File: config.mk
export PLATFORM = sky130hd
export DESIGN_NAME = dfi_init_ctrl_flat
export DESIGN_NICKNAME = d
export VERILOG_FILES = /design/src/rtl/dfi_init_pkg.sv /design/src/rtl/dfi_init_if.sv /design/src/rtl/dfi_init_timer.sv /design/src/rtl/dfi_init_ctrl.sv /design/src/flat_wrapper.sv
export SDC_FILE = /design/constraint.sdc
export NUM_CORES = 1
export LEC_CHECK = 0
export CAP_MARGIN = 30
export CORE_UTILIZATION = 54
export CTS_CLUSTER_SIZE = 20
export DETAILED_ROUTE_END_ITERATION = 8
export PLACE_DENSITY = 0.88
export SLEW_MARGIN = 15
export SYNTH_ARGS = -nofsm -noshare
export SYNTH_HDL_FRONTEND = slang
export SYNTH_SLANG_ARGS = --single-unit
File: constraint.sdc
create_clock -name clk -period 3.1 [get_ports clk]
set_input_delay 0.62 -clock clk [delete_from_list [all_inputs] [get_ports clk]]
set_output_delay 0.62 -clock clk [all_outputs]
set_load 0.03 [all_outputs]
File: src/rtl/dfi_init_pkg.sv
// Shared types and helpers for the DFI initialization controller.
package dfi_init_pkg;

    typedef enum logic [2:0] {
        ST_IDLE,
        ST_RST_HOLD,
        ST_CKE_WAIT,
        ST_INIT_REQ,
        ST_INIT_WAIT,
        ST_READY,
        ST_ERROR
    } state_t;

    typedef enum logic [1:0] {
        ERR_NONE      = 2'd0,
        ERR_NO_ACK    = 2'd1,
        ERR_DONE_TO   = 2'd2,
        ERR_DONE_LOST = 2'd3
    } err_code_t;

    // A phase of N cycles loads N-1: the zero cycle is the last one of the phase.
    function automatic int unsigned cnt_load(input int unsigned cycles);
        return (cycles == 32'd0) ? 32'd0 : cycles - 32'd1;
    endfunction

endpackage

File: src/rtl/dfi_init_if.sv
// DFI init/power-up signals between the controller (master) and the PHY (slave).
interface dfi_init_if #(
    parameter int unsigned NPHASES = 8
) ();

    logic [NPHASES-1:0] dfi_reset_n_o;
    logic [NPHASES-1:0] dfi_cke_o;
    logic               dfi_init_start_o;
    logic               dfi_init_done_i;

    modport master (
        output dfi_reset_n_o,
        output dfi_cke_o,
        output dfi_init_start_o,
        input  dfi_init_done_i
    );

    modport slave (
        input  dfi_reset_n_o,
        input  dfi_cke_o,
        input  dfi_init_start_o,
        output dfi_init_done_i
    );

endinterface

File: src/rtl/dfi_init_timer.sv
// Loadable down-counter shared by every timed state; holds at zero instead of wrapping.
module dfi_init_timer #(
    parameter int unsigned CNT_W = 16
) (
    input  logic             clk,
    input  logic             rst,
    input  logic             load,
    input  logic             en,
    input  logic [CNT_W-1:0] load_val,
    output logic             zero_o
);

    logic [CNT_W-1:0] cnt_q;

    always_ff @(posedge clk) begin
        if (rst) begin
            cnt_q <= '0;
        end else if (load) begin
            cnt_q <= load_val;
        end else if (en && (cnt_q != '0)) begin
            cnt_q <= cnt_q - CNT_W'(1);
        end
    end

    assign zero_o = (cnt_q == '0);

endmodule

File: src/rtl/dfi_init_ctrl.sv
// Controller-side DFI init sequencer: reset_n/cke power-up, init request to the PHY,
// completion wait with timeout, and status reporting.
module dfi_init_ctrl
    import dfi_init_pkg::*;
#(
    parameter int unsigned NPHASES          = 8,
    parameter int unsigned RESET_CYCLES     = 16,
    parameter int unsigned CKE_DELAY_CYCLES = 8,
    parameter int unsigned INIT_TIMEOUT     = 1024,
    parameter int unsigned CNT_W            = 16
) (
    input  logic             clk,
    input  logic             rst,
    input  logic             start_i,
    dfi_init_if.master       dfi,
    output logic             busy_o,
    output logic             ready_o,
    output logic             error_o,
    output logic [1:0]       err_code_o
);

    localparam logic [CNT_W-1:0] LD_RST  = CNT_W'(cnt_load(RESET_CYCLES));
    localparam logic [CNT_W-1:0] LD_CKE  = CNT_W'(cnt_load(CKE_DELAY_CYCLES));
    localparam logic [CNT_W-1:0] LD_INIT = CNT_W'(cnt_load(INIT_TIMEOUT));

    state_t           state_q, state_d;
    err_code_t        err_q, err_d;
    logic             tmr_load, tmr_en, tmr_zero;
    logic [CNT_W-1:0] tmr_val;

    logic reset_n_d, cke_d, init_start_d, busy_d, ready_d, error_d;
    logic reset_n_q, cke_q, init_start_q, busy_q, ready_q, error_q;

    dfi_init_timer #(.CNT_W(CNT_W)) u_timer (
        .clk      (clk),
        .rst      (rst),
        .load     (tmr_load),
        .en       (tmr_en),
        .load_val (tmr_val),
        .zero_o   (tmr_zero)
    );

    always_comb begin
        state_d  = state_q;
        err_d    = err_q;
        tmr_load = 1'b0;
        tmr_en   = 1'b0;
        tmr_val  = '0;

        unique case (state_q)
            ST_IDLE: begin
                if (start_i) begin
                    state_d  = ST_RST_HOLD;
                    tmr_load = 1'b1;
                    tmr_val  = LD_RST;
                end
            end
            ST_RST_HOLD: begin
                tmr_en = 1'b1;
                if (tmr_zero) begin
                    state_d  = ST_CKE_WAIT;
                    tmr_load = 1'b1;
                    tmr_val  = LD_CKE;
                end
            end
            ST_CKE_WAIT: begin
                tmr_en = 1'b1;
                if (tmr_zero) begin
                    state_d  = ST_INIT_REQ;
                    tmr_load = 1'b1;
                    tmr_val  = LD_INIT;
                end
            end
            // The timeout spans both init states; a done transition beats an expiring counter.
            ST_INIT_REQ: begin
                tmr_en = 1'b1;
                if (!dfi.dfi_init_done_i) begin
                    state_d = ST_INIT_WAIT;
                end else if (tmr_zero) begin
                    state_d = ST_ERROR;
                    err_d   = ERR_NO_ACK;
                end
            end
            ST_INIT_WAIT: begin
                tmr_en = 1'b1;
                if (dfi.dfi_init_done_i) begin
                    state_d = ST_READY;
                end else if (tmr_zero) begin
                    state_d = ST_ERROR;
                    err_d   = ERR_DONE_TO;
                end
            end
            ST_READY: begin
                if (start_i) begin
                    state_d  = ST_RST_HOLD;
                    err_d    = ERR_NONE;
                    tmr_load = 1'b1;
                    tmr_val  = LD_RST;
                end else if (!dfi.dfi_init_done_i) begin
                    state_d = ST_ERROR;
                    err_d   = ERR_DONE_LOST;
                end
            end
            ST_ERROR: begin
                if (start_i) begin
                    state_d  = ST_RST_HOLD;
                    err_d    = ERR_NONE;
                    tmr_load = 1'b1;
                    tmr_val  = LD_RST;
                end
            end
            default: begin
                state_d = ST_IDLE;
                err_d   = ERR_NONE;
            end
        endcase

        // Outputs are decoded from the next state so the registered copies line up with state_q.
        reset_n_d    = 1'b0;
        cke_d        = 1'b0;
        init_start_d = 1'b0;
        busy_d       = 1'b0;
        ready_d      = 1'b0;
        error_d      = 1'b0;
        unique case (state_d)
            ST_RST_HOLD: busy_d = 1'b1;
            ST_CKE_WAIT: begin
                reset_n_d = 1'b1;
                busy_d    = 1'b1;
            end
            ST_INIT_REQ, ST_INIT_WAIT: begin
                reset_n_d    = 1'b1;
                cke_d        = 1'b1;
                init_start_d = 1'b1;
                busy_d       = 1'b1;
            end
            ST_READY: begin
                reset_n_d = 1'b1;
                cke_d     = 1'b1;
                ready_d   = 1'b1;
            end
            ST_ERROR: error_d = 1'b1;
            default: ;
        endcase
    end

    always_ff @(posedge clk) begin
        if (rst) begin
            state_q      <= ST_IDLE;
            err_q        <= ERR_NONE;
            reset_n_q    <= 1'b0;
            cke_q        <= 1'b0;
            init_start_q <= 1'b0;
            busy_q       <= 1'b0;
            ready_q      <= 1'b0;
            error_q      <= 1'b0;
        end else begin
            state_q      <= state_d;
            err_q        <= err_d;
            reset_n_q    <= reset_n_d;
            cke_q        <= cke_d;
            init_start_q <= init_start_d;
            busy_q       <= busy_d;
            ready_q      <= ready_d;
            error_q      <= error_d;
        end
    end

    assign dfi.dfi_reset_n_o    = {NPHASES{reset_n_q}};
    assign dfi.dfi_cke_o        = {NPHASES{cke_q}};
    assign dfi.dfi_init_start_o = init_start_q;
    assign busy_o               = busy_q;
    assign ready_o              = ready_q;
    assign error_o              = error_q;
    assign err_code_o           = err_q;

endmodule
File: src/flat_wrapper.sv
// flat-port wrapper written by rule: the top's interface ports become plain ports
module dfi_init_ctrl_flat import dfi_init_pkg::*;
#(
    parameter int unsigned NPHASES          = 8,
    parameter int unsigned RESET_CYCLES     = 16,
    parameter int unsigned CKE_DELAY_CYCLES = 8,
    parameter int unsigned INIT_TIMEOUT     = 1024,
    parameter int unsigned CNT_W            = 16
)
  (clk, rst, start_i, busy_o, ready_o, error_o, err_code_o, dfi_dfi_reset_n_o, dfi_dfi_cke_o, dfi_dfi_init_start_o, dfi_dfi_init_done_i);
  dfi_init_if #(.NPHASES(NPHASES)) dfi_i ();
  input  logic clk;
  input  logic rst;
  input  logic start_i;
  output logic busy_o;
  output logic ready_o;
  output logic error_o;
  output logic [1:0] err_code_o;
  output wire logic [$bits(dfi_i.dfi_reset_n_o)-1:0] dfi_dfi_reset_n_o;
  output wire logic [$bits(dfi_i.dfi_cke_o)-1:0] dfi_dfi_cke_o;
  output wire logic [$bits(dfi_i.dfi_init_start_o)-1:0] dfi_dfi_init_start_o;
  input wire logic [$bits(dfi_i.dfi_init_done_i)-1:0] dfi_dfi_init_done_i;
  assign dfi_dfi_reset_n_o = dfi_i.dfi_reset_n_o;
  assign dfi_dfi_cke_o = dfi_i.dfi_cke_o;
  assign dfi_dfi_init_start_o = dfi_i.dfi_init_start_o;
  assign dfi_i.dfi_init_done_i = dfi_dfi_init_done_i;
  dfi_init_ctrl #(.NPHASES(NPHASES), .RESET_CYCLES(RESET_CYCLES), .CKE_DELAY_CYCLES(CKE_DELAY_CYCLES), .INIT_TIMEOUT(INIT_TIMEOUT), .CNT_W(CNT_W)) u_core (.clk(clk), .rst(rst), .start_i(start_i), .dfi(dfi_i), .busy_o(busy_o), .ready_o(ready_o), .error_o(error_o), .err_code_o(err_code_o));
endmodule
==> run metrics <==
outcome complete, no violations; Max Cap Violations 0; CTS tree done; Layout area overhead 11.2%; setup_tns 0 ns; register area 541 sq um; fin nets between 200 and 250; relative slew slack about 56%; Multi-input gate area ~990 sq um; final setup violation count 0; gpl congestion 0.929; Max FO, Critical Path 8; Fill cells about 270; drt wl/cell roughly 13 microns; Longest Clk Path Bufs 2; asr flop ratio synth 0%; Tcrit/Tclk final 82.0%; WP data required 3.34 ns; CP Capture Type flip-flop; leading area contributor after synthesis dfxtp_1; critical path class flip-flop to flip-flop; H-tree Lvls 1; yosys warns 0; count of input and output buffers 25; dpl cells approximately 270; Avg Cell Area, Syn 7.80 sq um; Netlist cell types between 50 and 60; DIE WIDTH 58.9 microns; DRC viols 0; Adder-Cell Fraction of Synth Area between 1 and 1.5%; via count ~1600; flops & latches, synth 27; largest family of logic cells by synthesized area simple AND/OR/NAND/NOR gates; Synth Area in XOR/XNOR under 10%; Final Hold Viols 0; Root Buffer clkbuf_4; largest net degree at the start of global routing 24; Fmax approximately 0.39 GHz; post-route cell area approximately 1900 sq um; Antenna Cells 0; Compound-Gate Fraction of Synth Area a little under 20%; vias in the first global route ~1300; final std cells w/o fill between 200 and 300; Clock Sinks 27; Synth Flop Type dfxtp_1; dpl cell area between 1500 and 2000 sq um; fin crit period about 2.5 ns; Post-CTS Resized 0; Final ANT Viol Nets 0; hold slack a little over 0.5 ns; post-DP HPWL between 2000 and 3000 microns; Worst-Margin Slew approximately 0.66 ns; sequential area share after synthesis ~31%; Core Footprint 3050 sq um; initial antenna violation count 0; Hold-fix buffers, CTS 0; Worst setup SP type flip-flop; TritonCTS Buffers 3; post-CTS setup repair buffer count 0; Mapped Nets roughly 230; cells after synthesis about 220; Arrival @ worst endpoint 2.78 ns; initial core utilization 57.2%; Total GRT Usage roughly 23%; io pins 26; Rows 20; RSZ-0062 raised after global routing no; hold crit path type flip-flop to flip-flop; die height a little under 60 microns; DRT Wirelength 3710 microns; synth top area cells dfxtp_1, a21oi_1, buf_4; share of layout cells above drive strength 1 12.0%; Post-synth EDFFs 0; grt ovf 0; Post-Syn Area roughly 1700 sq um; Iter 0 DRT Violations 83; Vias/cell around 5.7; Final Max Tran Viols 0; drt first pass iters 4; Worst Skew 0.00343 ns; Post-Synth Simple-Gate Area between 20% and 30%; clock slew at reported path FFs about 0.14 ns; multiplexer share of the synthesized area between 1.5 and 2%; area share of the largest cell type after synthesis 30.9%; first-pass GRT wire length between 6000 and 7000 microns; DIE AREA around 3500 sq um; clk_lat worst skew ~0.33 ns
kinds of logic after synthesis:
kind of cell | Yosys count
mux | 3
buf+inv | 34
fa+ha+maj | 2
compound gates | 56
xor+xnor | 8
flops | 27
simple gates | 94
sequential cells by signal, indices dropped and copies added, names as in the netlist:
register and cells:
u_core.u_timer.cnt_q 16, u_core.state_q 3, u_core.err_code_o 2, u_core.busy_o 1, u_core.cke_q 1, u_core.dfi.dfi_init_start_o 1
u_core.error_o 1, u_core.ready_o 1, u_core.reset_n_q 1
Yosys cell counts, types with 4 or more instances:
cell type	n
nor2_1	28
a21oi_1	27
dfxtp_1	27
buf_4	17
nor3_1	14
o21ai_0	13
inv_1	9
nand2_1	7
nor4_1	7
nand3_1	6
clkbuf_1	5
or2_2	5
xor2_1	5
nand4_1	4
cell usage in the layout, fill, tap and decap left out, types with 2 or more instances in the layout:
cell type / count
nor2_1: 28
inv_1: 9
a211o_1: 2
o21ai_0: 13
mux2i_1: 2
nor4_1: 7
nor3_1: 14
a21oi_1: 27
or4_1: 2
and2_1: 2
o31ai_1: 2
nand2b_1: 2
xnor2_1: 3
clkdlybuf4s50_1: 25
or3_1: 2
buf_4: 6
or2_2: 5
nand3_1: 6
xor2_1: 5
dfxtp_1: 27
nand2_1: 7
a21o_1: 2
nand4_1: 4
clkbuf_4: 3
cell type report:
cell class / count / share of cell area (%)
Timing Repair Buffer: 31 / 15.2
Clock buffer: 4 / 1.35
Sequential cell: 27 / 27.8
Inverter: 9 / 1.74
Multi-Input combinational cell: 163 / 51.0
Tap cell: 44 / 2.84
stage by stage:
| stage | setup WS (ns) | util, % |
|---|---|---|
| after detailed placement | 0.540 | 62.7 |
| after floorplan | 0.701 | - |
| final | 0.559 | 63.6 |
| after CTS | 0.574 | 63.6 |
| after global placement | 0.566 | 62.7 |
| after global routing | 0.504 | 63.6 |
critical path: stages (launching register included):
cell and delay, ns:
dfxtp_1 0.41, or4_4 0.58, or4b_4 0.55, a211o_1 0.34, and2_4 0.20, nand3_2 0.06, mux2_2 0.32
worst paths after layout:
check | slack, ns | endpoint | start | cells past startpoint
worst max-delay path | 0.56 | u_core.u_timer.cnt_q[13]$_SDFFE_PP0P_ | u_core.u_timer.cnt_q[6]$_SDFFE_PP0P_ | 6
worst min-delay path | 0.51 | u_core.err_code_o[0]$_SDFFE_PP0P_ | u_core.err_code_o[0]$_SDFFE_PP0P_ | 2
worst max register to register | 0.56 | u_core.u_timer.cnt_q[13]$_SDFFE_PP0P_ | u_core.u_timer.cnt_q[6]$_SDFFE_PP0P_ | 6
worst min register to register | 0.51 | u_core.err_code_o[0]$_SDFFE_PP0P_ | u_core.err_code_o[0]$_SDFFE_PP0P_ | 2
per-layer routing:
layer	up-vias	track usage (%)	wire length, microns
met5	-	0	0
met4	0	5.44	38
met3	5	4.62	152
met2	33	38.1	1750
met1	741	31.3	1770
li1	805	-	-
Power is not shown: default switching activity piles up to over one toggle a cycle in this logic, so the estimate is an artifact.
